### src/rtl/seg7_scan_ctrl.sv
// Four-digit multiplexed 7-segment scan controller.
// Pending values are committed only at frame boundaries, with optional leading-zero blanking.
module seg7_scan_ctrl #(
  parameter int unsigned DIV = 1000
) (
  input  logic        clk,
  input  logic        rst_n,
  input  logic        load,
  input  logic [15:0] value,
  input  logic        blank_lz,
  output logic [6:0]  seg,
  output logic [3:0]  an,
  output logic        upd_ack
);

  logic [15:0] pcnt;
  logic [1:0]  idx;
  logic [15:0] disp;
  logic [15:0] pend;
  logic        pend_v;

  logic        tick;
  logic        commit;
  logic [3:0]  nib;
  logic        lz;
  logic [6:0]  dec;

  assign tick   = (pcnt == 16'(DIV - 1));
  assign commit = tick && (idx == 2'd3) && pend_v;

  always_comb begin
    nib = 4'd0;
    lz  = 1'b0;
    unique case (idx)
      2'd0: begin
        nib = disp[3:0];
        lz  = 1'b0;
      end
      2'd1: begin
        nib = disp[7:4];
        lz  = (disp[15:4] == 12'd0);
      end
      2'd2: begin
        nib = disp[11:8];
        lz  = (disp[15:8] == 8'd0);
      end
      2'd3: begin
        nib = disp[15:12];
        lz  = (disp[15:12] == 4'd0);
      end
    endcase
  end

  always_comb begin
    dec = 7'b0000001;
    unique case (nib)
      4'd0:    dec = 7'b1111110;
      4'd1:    dec = 7'b0110000;
      4'd2:    dec = 7'b1101101;
      4'd3:    dec = 7'b1111001;
      4'd4:    dec = 7'b0110011;
      4'd5:    dec = 7'b1011011;
      4'd6:    dec = 7'b1011111;
      4'd7:    dec = 7'b1110000;
      4'd8:    dec = 7'b1111111;
      4'd9:    dec = 7'b1111011;
      default: dec = 7'b0000001;
    endcase
  end

  always_ff @(posedge clk or negedge rst_n) begin
    if (!rst_n) begin
      pcnt    <= '0;
      idx     <= '0;
      disp    <= '0;
      pend    <= '0;
      pend_v  <= 1'b0;
      seg     <= '0;
      an      <= 4'b1111;
      upd_ack <= 1'b0;
    end else begin
      pcnt <= tick ? '0 : pcnt + 16'd1;
      if (tick) idx <= idx + 2'd1;
      if (commit) disp <= pend;
      // A load on the commit tick replaces pend after the old one is taken.
      if (load) begin
        pend   <= value;
        pend_v <= 1'b1;
      end else if (commit) begin
        pend_v <= 1'b0;
      end
      upd_ack <= commit;
      an      <= ~(4'b0001 << idx);
      seg     <= (blank_lz && lz) ? 7'b0000000 : dec;
    end
  end

endmodule

### config.mk
export PLATFORM = sky130hd
export DESIGN_NAME = seg7_scan_ctrl
export DESIGN_NICKNAME = d
export VERILOG_FILES = /design/src/rtl/seg7_scan_ctrl.sv
export SDC_FILE = /design/constraint.sdc
export NUM_CORES = 1
export LEC_CHECK = 0
export CORE_UTILIZATION = 50
export DETAILED_ROUTE_END_ITERATION = 12
export PLACE_DENSITY = 0.72
export SYNTH_ARGS = -nofsm -noshare
export SYNTH_HDL_FRONTEND = slang
export SYNTH_SLANG_ARGS = --single-unit
### constraint.sdc
create_clock -name clk -period 7.35 [get_ports clk]
set_clock_uncertainty 0.05 [all_clocks]
set_input_delay 0.735 -clock clk [delete_from_list [all_inputs] [get_ports clk]]
set_output_delay 0.735 -clock clk [all_outputs]
set_load 0.01 [all_outputs]
==> results.cfg <==
[global_routing]
antenna_found_initial = 0
grt_pass1_wl_mm = 8.880
grt_max_degree = 64
grt.total_usage_pct = 19.13
overflow = 0
grt_pass1_vias = 1878

[synthesis]
synth_area_um2 = 2923
ys.flop_type = dfrtp_1
syn_avg_cell_area_um2 = 12.65
yosysMostFrequentCell = dfrtp_1
async_flop_share_pct = 100.0
yosys-top-cells-count = 59 x dfrtp_1, 22 x mux2_2, 11 x ha_1, 11 x inv_1
yosysTopAreaCellShare_pct = 50.51
syn_inst = 231
yosys_warnings = 0
ys_seq_area_share_pct = 54.11
yosysUniqueCellTypes = 48
synth_fp_nets = 262
synth_edf_count = 0
synth_area_leaders = dfrtp_1 51%, mux2_2 8.5%, mux2_4 5.1%, ha_1 4.7%, dfstp_2 3.6%
synth_seq_cells = 63
synth_area_leader_cell = dfrtp_1

[timing]
finalHoldViolations = 0
fin_ws_ps = 4553
slew_headroom_pct = 47.78
rsz0062_at_grt = no
worst_pin_slew_ps = 783.2
period_needed_ps = 2797
fin_tns_setup_ps = 0
slew_violations = 0
report.final.setup_viol = 0
period_share_pct = 38.05
timing.hold.ws_ps = 405.6
max_freq_mhz = 357.6

[critical_path]
critPathLaunchType = flop
crit_arrival_ps = 3000
crit_path_max_fanout = 13
path_cells = inv_1, ha_1, inv_1, o2bb2ai_1, ha_1, inv_1, a2111oi_0, o31ai_1, a22oi_1
worstSetupPathType = flop to flop
critPathSlowestCell = o2bb2ai_1
cp-end-kind = flop
slowest_delay_ps = 560
required_ps = 7550
critPathMostFrequentCell = inv_1

[clock_network]
cts_resized = 0
postCtsSetupBuffers = 0
cts-htree-levels = 3
path_clk_slew_ps = 70
numCtsBuffers = 9
cts-root-buf = clkbuf_8
hold_buffers = 0
clock_latency_ps = 330
clkSinkCount = 63
cts_tree = yes
cts_buffer_depth = 2

[finish]
layout-drive-gt1-share_pct = 21.03
fin_util_pct = 62.90
antennaDiodeCount = 0
register_area_um2 = 1582
fin_area_um2 = 3506
syn2layout_area_growth_pct = 19.95
multi_input_area_um2 = 1234
fillCellCount = 440
layout.nets = 297
fin_cells = 343

[route]
wl_per_cell_um = 14.34
drt_iter0_markers = 90
postRouteAntennaNets = 0
drc = 0
routed_wl_mm = 4.919
num_vias = 1879
dr.pass1.iters = 4
vias_per_cell = 5.478

[pwr]
power_leakage_nw = 1.549
finalPower_mw = 0.7541
power.density_nw_per_um2 = 215.1
ir_worst_vdd_mv = 0.1481

[run_status]
status = finished clean

[die]
core-area_um2 = 5574
dieArea_um2 = 6155
pin_count = 32
core.rowCount = 27
dieHeight_um = 78.46
die_w_um = 78.46
start_util_pct = 52.44

[placement]
dpl_cell_area_um2 = 3259
dpl.hpwl_mm = 3.408
dp_cells = 327
portBuffers = 31
place_congestion = 0.8173
pre_cts_ws_ps = 4572

[worst_hold_path]
worstHoldPathType = flop to flop

[flow_run]
maxCapViolCount = 0
[state kept, by name (all words and copies together) (netlist names)]
| register | cells |
|---|---|
| disp | 16 |
| pcnt | 16 |
| pend | 16 |
| seg | 7 |
| an | 4 |
| idx | 2 |
| pend_v | 1 |
| upd_ack | 1 |
[cells by family (layout without fill, tap and decap cells)]
kind of cell	Yosys count	count (layout)	synth area share, %
AOI/OAI and AO/OA	40	40	9.718
muxes	32	32	13.61
and+or+nand+nor	52	52	9.975
DFF	63	63	54.11
xor gates and xnor gates	14	14	4.195
adders and majority gates	11	11	4.709
buffers and inverters	19	59	3.681
[report_power, final]
part	switching (mW)	internal, mW
clock	0.131	0.235
combinational	0.0110	0.0168
sequential	0.00461	0.356
[final cells by class]
cell class | count | share of cell area, %
Sequential cell | 63 | 45.11
Multi-Input combinational cell | 149 | 35.19
Timing Repair Buffer | 32 | 8.922
Clock buffer | 11 | 4.033
Clock inverter | 5 | 2.998
Tap cell | 72 | 2.570
Inverter | 11 | 1.178
[path summary, 6_finish.rpt]
kind / startpoint / end / slack [ps] / depth (start not counted)
setup / recovery: idx[0]$_DFFE_PN0N_ / seg[1]$_DFF_PN0_ / 4550 / 9
hold / removal: pcnt[0]$_DFF_PN0_ / pcnt[0]$_DFF_PN0_ / 410 / 1
setup reg to reg: idx[0]$_DFFE_PN0N_ / seg[1]$_DFF_PN0_ / 4550 / 9
hold reg to reg: pcnt[0]$_DFF_PN0_ / pcnt[0]$_DFF_PN0_ / 410 / 1
max in group asynchronous: rst_n / seg[0]$_DFF_PN0_ / 6210 / 2
min in group asynchronous: rst_n / pcnt[14]$_DFF_PN0_ / 490 / 2
[critical path, delay by kind of cell, from the launching register on]
family          cells  cell delay (ps)
fa+ha+maj           2              560
compound gates      4             1280
buf+inv             3              420
flops               1              400
[placed cells by master (no fill, tap or decap), drive strengths merged, types with 3 or more instances in the layout]
master	n
a21o	4
nor4	4
o21ai	7
nor2b	3
ha	11
nor3	4
nand4	3
dfrtp	59
a211oi	3
inv	11
nor2	10
nand3	7
xnor2	5
clkbuf	11
a21oi	5
clkdlybuf4s50	30
mux2	32
nand2	10
and3	4
bufinv	3
dfstp	4
a22oi	8
xor2	9
[metal layers]
metal  vias to the layer above  track usage [%]  routed length [µm]
met5                         -                0                   0
met1                       920            26.76                2403
met3                        12            4.884                 171
met2                        42            26.93                2241
met4                         0            10.74                 103
li1                        905                -                   -
(Power assumes the default switching activity.)
